[src/rtl/bcd_to_binary_if.sv]
// bcd_to_binary_if
//   Start/ready/done handshake and data bundle for the BCD-to-binary converter.
//   It carries the same handshake shape as the binary-to-BCD block, so the two
//   can be chained.
//
//   Signals:
//     start        conversion request (sampled only while ready=1)
//     BCD_value    DIGITS packed BCD digits, [DIGITS-1] is the most significant
//     ready        converter idle and able to accept start
//     done         one-cycle pulse, result outputs valid
//     binary_value conversion result, held until the next conversion completes
//     overflow     decimal value exceeded 2^BIN_WIDTH-1
//     digit_error  at least one input digit was greater than 9
//
//   Modports:
//     master  requester side (drives start/BCD_value)
//     slave   converter side
interface bcd_to_binary_if #(
  parameter int unsigned DIGITS    = 8,
  parameter int unsigned BIN_WIDTH = 26
);
  logic                 start;
  logic [3:0]           BCD_value [DIGITS-1:0];
  logic                 ready;
  logic                 done;
  logic [BIN_WIDTH-1:0] binary_value;
  logic                 overflow;
  logic                 digit_error;

  modport master (
    output start, BCD_value,
    input  ready, done, binary_value, overflow, digit_error
  );

  modport slave (
    input  start, BCD_value,
    output ready, done, binary_value, overflow, digit_error
  );
endinterface

[src/rtl/bcd_to_binary.sv]
// bcd_to_binary
//   Iterative converter from DIGITS packed BCD digits to a BIN_WIDTH-bit
//   unsigned value. One digit is consumed per clock, most significant first,
//   using acc = acc*10 + digit. A conversion takes DIGITS+2 edges from the
//   accepting edge until ready is high again.
//
//   Ports:
//     clk   system clock, all state changes on the rising edge
//     rstN  asynchronous active-low reset
//     bus   bcd_to_binary_if.slave: start/BCD_value in; ready, done,
//           binary_value, overflow, digit_error out (all registered)
//
//   Result rules: a digit above 9 forces binary_value=0, digit_error=1,
//   overflow=0; otherwise a value above 2^BIN_WIDTH-1 forces all ones with
//   overflow=1; otherwise the exact value. Results hold until the next
//   conversion completes (they are not cleared at start).
module bcd_to_binary #(
  parameter int unsigned DIGITS    = 8,
  parameter int unsigned BIN_WIDTH = 26
) (
  input  logic           clk,
  input  logic           rstN,
  bcd_to_binary_if.slave bus
);

  // Four guard bits: while no overflow has been flagged, acc < 2^BIN_WIDTH,
  // so acc*10 + 15 stays below 2^(BIN_WIDTH+4) and a single step never wraps.
  localparam int unsigned ACC_W = BIN_WIDTH + 4;
  localparam int unsigned CNT_W = (DIGITS > 1) ? $clog2(DIGITS) : 1;

  typedef enum logic [1:0] {
    IDLE,
    CONVERT,
    DONE
  } state_t;

  state_t               state;
  logic [ACC_W-1:0]     acc;
  logic [CNT_W-1:0]     cnt;
  logic [3:0]           shreg [DIGITS-1:0];
  logic                 ovf;
  logic                 err;

  logic                 ready_q;
  logic                 done_q;
  logic [BIN_WIDTH-1:0] value_q;
  logic                 overflow_q;
  logic                 digit_error_q;

  // Next-step values for the CONVERT state.
  logic [3:0]           msd;
  logic [ACC_W-1:0]     acc_x10;
  logic [ACC_W-1:0]     step_acc;
  logic                 step_err;
  logic                 step_ovf;

  always_comb begin
    msd      = shreg[DIGITS-1];
    acc_x10  = (acc << 3) + (acc << 1);
    // Once overflow is flagged the accumulator is frozen; its value is
    // discarded anyway and freezing keeps the multiply from wrapping.
    step_acc = ovf ? acc : (acc_x10 + ACC_W'(msd));
    step_err = err | (msd > 4'd9);
    step_ovf = ovf | (|step_acc[ACC_W-1:BIN_WIDTH]);
  end

  always_ff @(posedge clk or negedge rstN) begin
    if (!rstN) begin
      state         <= IDLE;
      ready_q       <= 1'b1;
      done_q        <= 1'b0;
      value_q       <= '0;
      overflow_q    <= 1'b0;
      digit_error_q <= 1'b0;
      acc           <= '0;
      cnt           <= '0;
      ovf           <= 1'b0;
      err           <= 1'b0;
      for (int unsigned i = 0; i < DIGITS; i++) begin
        shreg[i] <= '0;
      end
    end else begin
      case (state)
        IDLE: begin
          done_q <= 1'b0;
          if (bus.start) begin
            for (int unsigned i = 0; i < DIGITS; i++) begin
              shreg[i] <= bus.BCD_value[i];
            end
            acc     <= '0;
            ovf     <= 1'b0;
            err     <= 1'b0;
            cnt     <= CNT_W'(DIGITS - 1);
            ready_q <= 1'b0;
            state   <= CONVERT;
          end
        end

        CONVERT: begin
          acc <= step_acc;
          err <= step_err;
          ovf <= step_ovf;
          for (int unsigned i = DIGITS - 1; i > 0; i--) begin
            shreg[i] <= shreg[i-1];
          end
          shreg[0] <= '0;

          if (cnt == '0) begin
            // Results use this step's flags, not the registered sticky ones,
            // so the final digit is included.
            if (step_err) begin
              value_q       <= '0;
              overflow_q    <= 1'b0;
              digit_error_q <= 1'b1;
            end else if (step_ovf) begin
              value_q       <= '1;
              overflow_q    <= 1'b1;
              digit_error_q <= 1'b0;
            end else begin
              value_q       <= step_acc[BIN_WIDTH-1:0];
              overflow_q    <= 1'b0;
              digit_error_q <= 1'b0;
            end
            done_q <= 1'b1;
            state  <= DONE;
          end else begin
            cnt <= cnt - CNT_W'(1);
          end
        end

        DONE: begin
          done_q  <= 1'b0;
          ready_q <= 1'b1;
          state   <= IDLE;
        end

        default: begin
          done_q  <= 1'b0;
          ready_q <= 1'b1;
          state   <= IDLE;
        end
      endcase
    end
  end

  assign bus.ready        = ready_q;
  assign bus.done         = done_q;
  assign bus.binary_value = value_q;
  assign bus.overflow     = overflow_q;
  assign bus.digit_error  = digit_error_q;

endmodule

[src/flat_wrapper.sv]
// flat-port wrapper written by rule: the top's interface ports become plain ports
module bcd_to_binary_flat 
#(
  parameter int unsigned DIGITS    = 8,
  parameter int unsigned BIN_WIDTH = 26
)
  (clk, rstN, bus_start, bus_BCD_value, bus_ready, bus_done, bus_binary_value, bus_overflow, bus_digit_error);
  bcd_to_binary_if #(.DIGITS(DIGITS), .BIN_WIDTH(BIN_WIDTH)) bus_i ();
  input  logic clk;
  input  logic rstN;
  input wire logic [$bits(bus_i.start)-1:0] bus_start;
  input wire logic [$bits(bus_i.BCD_value)-1:0] bus_BCD_value;
  output wire logic [$bits(bus_i.ready)-1:0] bus_ready;
  output wire logic [$bits(bus_i.done)-1:0] bus_done;
  output wire logic [$bits(bus_i.binary_value)-1:0] bus_binary_value;
  output wire logic [$bits(bus_i.overflow)-1:0] bus_overflow;
  output wire logic [$bits(bus_i.digit_error)-1:0] bus_digit_error;
  assign bus_i.start = bus_start;
  assign bus_i.BCD_value = {>>{bus_BCD_value}};
  assign bus_ready = bus_i.ready;
  assign bus_done = bus_i.done;
  assign bus_binary_value = bus_i.binary_value;
  assign bus_overflow = bus_i.overflow;
  assign bus_digit_error = bus_i.digit_error;
  bcd_to_binary #(.DIGITS(DIGITS), .BIN_WIDTH(BIN_WIDTH)) u_core (.clk(clk), .rstN(rstN), .bus(bus_i));
endmodule
[config.mk]
export PLATFORM = sky130hd
export DESIGN_NAME = bcd_to_binary_flat
export DESIGN_NICKNAME = d
export VERILOG_FILES = /design/src/rtl/bcd_to_binary_if.sv /design/src/rtl/bcd_to_binary.sv /design/src/flat_wrapper.sv
export SDC_FILE = /design/constraint.sdc
export NUM_CORES = 1
export LEC_CHECK = 0
export CORE_MARGIN = 2
export CORE_UTILIZATION = 57
export DETAILED_ROUTE_END_ITERATION = 8
export PLACE_DENSITY = 0.8
export REMOVE_ABC_BUFFERS = 1
export SKIP_CTS_REPAIR_TIMING = 1
export SLEW_MARGIN = 20
export SYNTH_ARGS = -nofsm -noshare
export SYNTH_HDL_FRONTEND = slang
export SYNTH_SLANG_ARGS = --single-unit
[constraint.sdc]
create_clock -name clk -period 4.6 [get_ports clk]
set_clock_uncertainty 0.2 [all_clocks]
set_input_delay 1.38 -clock clk [delete_from_list [all_inputs] [get_ports clk]]
set_output_delay 1.38 -clock clk [all_outputs]
set_load 0.01 [all_outputs]
=== After elaboration in Yosys (flattened, before gate mapping) ===
Index checks and enable logic that the tools add are counted.

* Input bits: 35
* Register bits after elaboration: 99
* Word-level logic and storage cells: 60
* Output and inout port bits: 30

* Add/sub/neg operators: 3
* Bitwise operators: 3
* Magnitude comparators: 1
* Reduce and logical (&&, ||, !) cells: 9
* Equality and inequality tests: 4
* Multiplexer cells: 22

{| class="wikitable"
|+ Operator list
! operator !! number
|-
| 32-bit case mux with 2 select lines || 1
|-
| 30-bit 2-to-1 mux || 2
|-
| 30-bit case mux with 2 select lines || 1
|-
| 26-bit 2-to-1 mux || 2
|-
| 32-bit 2-to-1 mux || 1
|-
| 30-bit adder || 1
|-
| 30-bit by 4-bit adder with 30-bit output || 1
|-
| 2-bit AND reduction || 4
|-
| 1-bit 2-to-1 mux || 6
|-
| 3-bit 2-to-1 mux || 2
|-
| 1-bit case mux with 2 select lines || 3
|-
| 3-bit case mux with 2 select lines || 1
|-
| 4-bit greater-than comparator (second input constant) || 1
|-
| 2-bit 2-to-1 mux || 2
|-
| 2-bit inequality test (second input constant) || 2
|-
| 2-bit case mux with 2 select lines || 1
|-
| 4-bit OR reduction || 1
|-
| 3-bit logical NOT || 1
|-
| 3-bit AND reduction || 1
|-
| 3-bit by 1-bit subtractor with 3-bit output (second input constant) || 1
|-
| 2-bit by 1-bit == test with 1-bit output (second input constant) || 1
|-
| 2-bit logical NOT || 1
|-
| 2-bit by 1-bit inequality test with 1-bit output (second input constant) || 1
|-
| 1-bit OR || 2
|-
| other kinds (2) || 2
|}

=== Longest topological paths before layout ===
Gate-level depths: netlist of the first run.

* Word-level depth: 7
* Mapped depth: 15
* Gate-level depth less buffers: 13

=== Least setup slack after synthesis of the first run ===
Ideal clock, no wire load.

* Kind: register to register
* Start: register u_core.acc[11]
* End: register u_core.value_q[19], in the netlist u_core.bus.binary_value[19]
* Arrival time: 3.580 ns
* Library setup time: 0.126 ns
* Stages on the path, launching flop included: 15
* Required time: 4.274 ns
* Setup slack: 0.694 ns
* Clock period less this slack: 3.906 ns
* Path through: dfrtp_1 -> ha_1 -> ha_1 -> buf_2 -> nand4_1 -> or3_1 -> a211oi_1 -> o22ai_2 -> o31a_1 -> xnor2_1 -> or4_1 -> buf_2 -> and2_4 -> buf_6 -> a221o_1

* Word-level cells in the longest chain between the ends: 7

{| class="wikitable"
|+ Ends and longest elaborated chain
! item !! line !! source
|-
| from (decl) || bcd_to_binary.sv:38 || <nowiki>logic [ACC_W-1:0] acc;</nowiki>
|-
| from (signal assigned) || bcd_to_binary.sv:100 || <nowiki>acc <= step_acc;</nowiki>
|-
| 30-bit adder (*) || bcd_to_binary.sv:59 || <nowiki>acc_x10 = (acc << 3) + (acc << 1);</nowiki>
|-
| 30-bit by 4-bit adder with 30-bit output (*) || bcd_to_binary.sv:62 || <nowiki>step_acc = ovf ? acc : (acc_x10 + ACC_W'(msd));</nowiki>
|-
| 30-bit 2-to-1 mux (*) || bcd_to_binary.sv:62 ||
|-
| 4-bit OR reduction || bcd_to_binary.sv:64 || <nowiki>step_ovf = ovf | (|step_acc[ACC_W-1:BIN_WIDTH]);</nowiki>
|-
| 1-bit OR || bcd_to_binary.sv:64 ||
|-
| 26-bit 2-to-1 mux (*) || bcd_to_binary.sv:115 || <nowiki>end else if (step_ovf) begin</nowiki>
|-
| 26-bit 2-to-1 mux (*) || bcd_to_binary.sv:111 || <nowiki>if (step_err) begin</nowiki>
|-
| to (signal assigned) || bcd_to_binary.sv:120 || <nowiki>value_q <= step_acc[BIN_WIDTH-1:0];</nowiki>
|-
| to (decl) || bcd_to_binary.sv:46 || <nowiki>logic [BIN_WIDTH-1:0] value_q;</nowiki>
|}

Every way passes the cells marked *; elsewhere a longest branch is shown, timed or not.
A chain may end at the register's enable or synchronous reset.

=== Final worst setup path of the first run ===
* Start: register u_core.acc[12]
* End: register u_core.value_q[18], in the netlist u_core.bus.binary_value[18]

The elaborated chain is that of the path after synthesis.

==> run summary, run 1 <==
status = finished, final reports clean
width of the die = 107 um
Die Span Y = 107 um
flop2flop setup slack = 0.33 ns
vias post-DR = 4,996
Worst Hold Path Cells = 2
Post-synth EDFFs = 0
unrepaired setup endpoints after global routing = no
area share of the largest cell type after synthesis = 39.9%
Mean Syn Cell Area = 9.47 um2
most used cell along the critical path = ha_1
min cycle time layout = 4.27 ns
crit start category = flop
synth top area cells = dfrtp_1 (40%), ha_1 (12%), mux2i_1 (6.1%)
drt wl/cell = 17.5 um
WS Path Type = reg2reg
R2R Path Start = u_core.acc[12]$_DFFE_PN0P_
Max-Cap Viols = 0
CP max FO = 14
Final WS setup = 0.329 ns
hold slack = 0.268 ns
Slew @ Worst Pin = 0.903 ns
routed vias/inst = 6.05
sequential-to-total area share from yosys stat = 40.3%
Crit Reg-Reg Endpoint = u_core.bus.binary_value[18]$_DFFE_PN0P_
Root Driver = clkbuf_8
fin crit share = 92.8%
pin count of the biggest net entering global routing = 74
final WL = 14.4 mm
Slew headroom = 39.8%
setup TNS = 0 ns
Post-Syn Instances = 642
Hold EP = u_core.bus.binary_value[25]$_DFFE_PN0P_
synth cell count leaders = nand2_1 (98), dfrtp_1 (97), o21ai_0 (74)
Detailed Place HPWL = 10.6 mm
DR iter-0 viols = 249
Num CTS Buffers = 9
Post-synth ARST share = 100%
port bufs = 64
crit-path cells = ha_1, ha_1, nand4_1, or3_1, a211oi_1, o22ai_2, o31a_1, xnor2_1, or4_1, and2_4, a221o_1
post-route ant nets = 0
CTS tree = built
leading area contributor after synthesis = dfrtp_1
worst hold start = u_core.bus.binary_value[25]$_DFFE_PN0P_
Max clock buf depth = 2
Req. time, crit path = 4.67 ns
final slew viol count = 0
Pwr Density = 622 mW/mm2
clock latency at the later pin of the worst-skew pair = 0.39 ns
worst hold path type = reg2reg
Non-Filler Instances = 826
first-pass GRT wire length = 24.0 mm
post-synthesis cell area = 0.00608 mm2
initial antenna violation count = 0
Global Route Usage Sum = 26.7%
Placed Cells = 810
Final #Nets = 778
reg2reg path depth = 11
Initial Utilization = 58.9%
layout cells sized above 1 = 4.93%
gp weighted congestion = 0.926
FP Rows = 37
register bit count reported by yosys = 98
drt drc = 0
endpoints failing setup = 0
most common cell in the synthesized netlist = nand2_1
Worst Path Arrival = 4.34 ns
Ant. Diodes = 0
Clock Sinks = 98
H-Tree Depth = 3
GRT overflow = 0
CP max stage delay = 0.69 ns
maximum vdd drop = 361 uV
pre-CTS setup slack = 0.351 ns
Main synth FF type = dfrtp_1
maximum operating frequency = 234 MHz
synth warn = 0
core area = 0.0103 mm2
Boundary Pins = 65
clk slew on worst S/H paths = 0.10 ns
Leak = 0.00333 uW
Setup crit end kind = flop
Final Hold Viols = 0
CP Buf/Inv Count = 0
Slowest-stage cell, CP = or4_1
Crit path max-delay family = simple AND/OR/NAND/NOR gates
number of detailed-route iterations in the first pass = 5
Syn-to-layout area delta = 14.8%
die area = 0.0115 mm2
number of global-route vias before repair = 4,868
Synth cell types = 51
[registers in the layout, indices dropped and copies added, names as in the netlist]
name	cells
u_core.bus.binary_value	26
u_core.bus.ready	1
u_core.bus.digit_error	1
u_core.ovf	1
u_core.err	1
u_core.cnt	3
u_core.shreg	28
u_core.msd	4
u_core.bus.done	1
u_core.state	2
u_core.bus.overflow	1
u_core.acc	29
[report_power, final]
group | internal [uW] | total [uW] | switching (uW)
combinational | 1040 | 2330 | 1300
sequential | 1190 | 1480 | 283
clock | 217 | 533 | 316
[worst reg2reg max path, delay by kind of cell (launching register included)]
family	cells	cell delay, ns
simple gates	4	1.58
compound gates	4	1.03
fa+ha+maj	2	0.75
flops	1	0.44
xor+xnor	1	0.15
[per-stage QoR]
step	power [uW]	util, %	instance area, um2
2_1_floorplan	3070	-	5920
3_3_place_gp	3720	65.9	6800
3_5_place_dp	3820	65.9	6800
4_1_cts	4360	67.6	6980
5_1_grt	4700	67.6	6980
6_report	4340	67.6	6980
[logic make-up after synthesis]
logic type	Yosys count	synth area share, %
AO/OA/AOI/OAI	203	22.0
XOR/XNOR	26	3.74
adder cells (fa/ha/maj)	58	12.2
buffers and inverters	54	3.64
flip-flops	98	40.3
multiplexers	37	6.09
AND/OR/NAND/NOR	166	12.0
[layer usage]
metal / part of all wire, % / global-route usage, %
met5: 0 / 0
met4: 1.8 / 8.91
met3: 5.9 / 5.81
met2: 47 / 43.4
met1: 45 / 35.7
[layout by cell type, fill, tap and decap left out, drive strengths merged, types with 10 or more instances in the layout]
master	count
nand2	98
dfrtp	97
o21ai	77
clkdlybuf4s50	63
ha	56
a21oi	38
mux2i	37
nor2	24
a22o	23
xnor2	18
inv	18
o211ai	14
a221o	14
nand3	13
a21o	12
clkbuf	12
nor2b	10
[how the worst max path moves through the flow]
stage / to / from / depth (start not counted) / slack [ns]
after global routing: u_core.bus.binary_value[14]$_DFFE_PN0P_ / u_core.acc[12]$_DFFE_PN0P_ / 11 / 0.09
after CTS: u_core.bus.binary_value[18]$_DFFE_PN0P_ / u_core.acc[12]$_DFFE_PN0P_ / 11 / 0.33
after detailed placement: u_core.bus.binary_value[18]$_DFFE_PN0P_ / u_core.acc[12]$_DFFE_PN0P_ / 11 / 0.35
after global placement: u_core.bus.binary_value[9]$_DFFE_PN0P_ / u_core.acc[12]$_DFFE_PN0P_ / 11 / 0.48
after floorplan: u_core.bus.binary_value[10]$_DFFE_PN0P_ / u_core.state[0]$_DFFE_PN0P_ / 6 / -1.06
final: u_core.bus.binary_value[18]$_DFFE_PN0P_ / u_core.acc[12]$_DFFE_PN0P_ / 11 / 0.33
[cell type report]
| type | count | area (um2) |
|---|---|---|
| multi-input cells | 490 | 3420 |
| repair buffers | 70 | 696 |
| inverters | 16 | 60.1 |
| well taps | 136 | 170 |
| fillers | 803 | 3340 |
| clock inverters | 4 | 33.8 |
| clock buffers | 12 | 145 |
| flip-flops and latches | 98 | 2450 |
(Power assumes the default switching activity.)
==> run 2: changes to the inputs <==
--- a/config.mk
+++ b/config.mk
@@ -8,7 +8,7 @@
 export CORE_MARGIN = 2
 export CORE_UTILIZATION = 57
 export DETAILED_ROUTE_END_ITERATION = 8
-export PLACE_DENSITY = 0.8
+export PLACE_DENSITY_LB_ADDON = 0.05
 export REMOVE_ABC_BUFFERS = 1
 export SKIP_CTS_REPAIR_TIMING = 1
 export SLEW_MARGIN = 20
==> run 2 against run 1 <==
  * Hold slack improved by 0.0035 ns
  * Worst setup slack got worse by 0.032 ns
  * Global-route usage down 0.42 points
  * Flip-flop and latch count unchanged
  * Sequential share of layout area down 0.40 points
  * Via count down 0.50%
  * First-iteration DRC count shrank 4.4%
  * Final cell count did not move
  * Sequential power about the same
  * Combinational power barely moved
  * Fmax is 0.74% lower
  * Critical endpoint is now u_core.bus.binary_value[12]$_DFFE_PN0P_
  * Highest routed layer unchanged
==> run summary, run 2 (synthesis gave the netlist of run 1 again) <==
status = finished, final reports clean (unchanged)
Global Route Usage Sum = 26.3% (was 26.7%)
Final WS setup = 0.298 ns (was 0.329 ns)
CP max FO = 14 (unchanged)
most frequent cells in the layout = nand2_1 (98), dfrtp_1 (97), o21ai_0 (74) (unchanged)
Detailed Place HPWL = 10.1 mm (was 10.6 mm)
Syn-to-layout area delta = 16.2% (was 14.8%)
Ant. Diodes = 0 (unchanged)
CTS tree = built (unchanged)
Setup crit start = u_core.acc[10]$_DFFE_PN0P_ (was u_core.acc[12]$_DFFE_PN0P_)
clock latency at the later pin of the worst-skew pair = 0.39 ns (about the same)
unrepaired setup endpoints after global routing = no (unchanged)
H-Tree Depth = 3 (unchanged)
FP Rows = 37 (unchanged)
port bufs = 64 (unchanged)
maximum operating frequency = 232 MHz (was 234 MHz)
CP max stage delay = 0.73 ns (was 0.69 ns)
crit-path cells = ha_1, ha_1, nand4_1, or3_1, a211oi_1, o22ai_2, o31a_1, xnor2_1, or4_1, and2_4, a221o_1 (unchanged)
worst hold path type = reg2reg (unchanged)
Worst Hold Path Cells = 1 (was 2)
Req. time, crit path = 4.67 ns (about the same)
Crit Reg-Reg Endpoint = u_core.bus.binary_value[12]$_DFFE_PN0P_ (was u_core.bus.binary_value[18]$_DFFE_PN0P_)
endpoints failing setup = 0 (unchanged)
crit start category = flop (unchanged)
Worst path depth = 11 (unchanged)
Num CTS Buffers = 9 (unchanged)
Final Hold Viols = 0 (unchanged)
core area = 0.0103 mm2 (unchanged)
reg2reg path depth = 11 (unchanged)
initial antenna violation count = 0 (unchanged)
vias post-DR = 4,971 (was 4,996)
number of detailed-route iterations in the first pass = 5 (unchanged)
Worst Path Arrival = 4.37 ns (was 4.34 ns)
die area = 0.0115 mm2 (unchanged)
clk slew on worst S/H paths = 0.10 ns (about the same)
Max clock buf depth = 2 (unchanged)
Boundary Pins = 65 (unchanged)
maximum vdd drop = 368 uV (was 361 uV)
final WL = 14.2 mm (was 14.4 mm)
first-pass GRT wire length = 23.5 mm (was 24.0 mm)
gp weighted congestion = 0.945 (was 0.926)
routed vias/inst = 6.02 (was 6.05)
Leak = 0.00337 uW (was 0.00333 uW)
Critical Path End = u_core.bus.binary_value[12]$_DFFE_PN0P_ (was u_core.bus.binary_value[18]$_DFFE_PN0P_)
Crit path max-delay family = simple AND/OR/NAND/NOR gates (unchanged)
fin crit share = 93.5% (was 92.8%)
most used cell along the critical path = ha_1 (unchanged)
Most flops, register = u_core.acc (unchanged)
most common cell after layout, fill and taps aside = nand2_1 (unchanged)
width of the die = 107 um (unchanged)
number of global-route vias before repair = 4,969 (was 4,868)
CP Buf/Inv Count = 0 (unchanged)
pin count of the biggest net entering global routing = 66 (was 74)
pre-CTS setup slack = 0.325 ns (was 0.351 ns)
drt drc = 0 (unchanged)
Setup crit end kind = flop (unchanged)
Clock Sinks = 98 (unchanged)
R2R Path Start = u_core.acc[10]$_DFFE_PN0P_ (was u_core.acc[12]$_DFFE_PN0P_)
Slew @ Worst Pin = 0.900 ns (was 0.903 ns)
Final #Nets = 778 (unchanged)
flop2flop setup slack = 0.30 ns (was 0.33 ns)
final core occ = 68.4% (was 67.6%)
Slowest-stage cell, CP = or4_1 (unchanged)
Root Driver = clkbuf_8 (unchanged)
WS Path Type = reg2reg (unchanged)
Pwr Density = 640 mW/mm2 (was 622 mW/mm2)
max reg flops = 29 (unchanged)
DR iter-0 viols = 238 (was 249)
GRT overflow = 0 (unchanged)
min cycle time layout = 4.30 ns (was 4.27 ns)
Initial Utilization = 58.9% (unchanged)
drt wl/cell = 17.2 um (was 17.5 um)
Die Span Y = 107 um (unchanged)
Slew headroom = 40.0% (was 39.8%)
Max-Cap Viols = 0 (unchanged)
post-route ant nets = 0 (unchanged)
final slew viol count = 0 (unchanged)
Fill cells = 815 (was 803)
layout cells sized above 1 = 5.22% (was 4.93%)
[run 2: worst reg2reg max path: cells and delay by family (launching register included)]
kind                       cells  cell delay [ns]
xor gates and xnor gates       1             0.14
DFF                            1             0.43
adders and majority gates      2             0.75
and+or+nand+nor                4             1.64
AOI/OAI and AO/OA              4             1.02
[run 2: final cells by class]
| cell class | instances | area (um2) | share of cell area, % |
|---|---|---|---|
| clock buffer | 10 | 138 | 1.95 |
| sequential | 98 | 2450 | 34.7 |
| clock inverter | 6 | 121 | 1.72 |
| timing repair buffer | 70 | 696 | 9.85 |
| multi-input combinational | 490 | 3420 | 48.5 |
| tap | 136 | 170 | 2.41 |
| inverter | 16 | 60.1 | 0.850 |
[run 2: power breakdown]
part           total (uW)  internal, uW  leakage (uW)  switching [uW]
clock                 712           384      0.000131             328
sequential           1470          1190       0.00127             274
combinational        2340          1040       0.00198            1310
[run 2: how the worst min path moves through the flow]
stage | startpoint | to | slack [ns]
after global placement | u_core.bus.binary_value[23]$_DFFE_PN0P_ | u_core.bus.binary_value[23]$_DFFE_PN0P_ | 0.25
after global routing | u_core.bus.binary_value[24]$_DFFE_PN0P_ | u_core.bus.binary_value[24]$_DFFE_PN0P_ | 0.30
after floorplan | u_core.cnt[0]$_DFFE_PN0P_ | u_core.cnt[0]$_DFFE_PN0P_ | 0.24
after detailed placement | u_core.bus.binary_value[23]$_DFFE_PN0P_ | u_core.bus.binary_value[23]$_DFFE_PN0P_ | 0.25
after CTS | u_core.cnt[0]$_DFFE_PN0P_ | u_core.cnt[0]$_DFFE_PN0P_ | 0.27
final | u_core.cnt[0]$_DFFE_PN0P_ | u_core.cnt[0]$_DFFE_PN0P_ | 0.27
[run 2: metal layers]
metal / part of all wire, % / GRT usage, %
met1: 44 / 33.6
met2: 48 / 43.2
met3: 6.2 / 7.26
met4: 1.9 / 8.81
met5: 0 / 0
[run 2: stage by stage]
stage	cell area (um2)	TNS [ns]	hold WS [ns]	cells	total power, uW
floorplan	5920	-29.44	0.240	604	3070
global placement	6800	0	0.251	810	3730
detailed placement	6800	0	0.254	810	3820
CTS	7060	0	0.273	826	4550
global route	7060	0	0.300	826	4870
finish	7060	0	0.272	826	4520
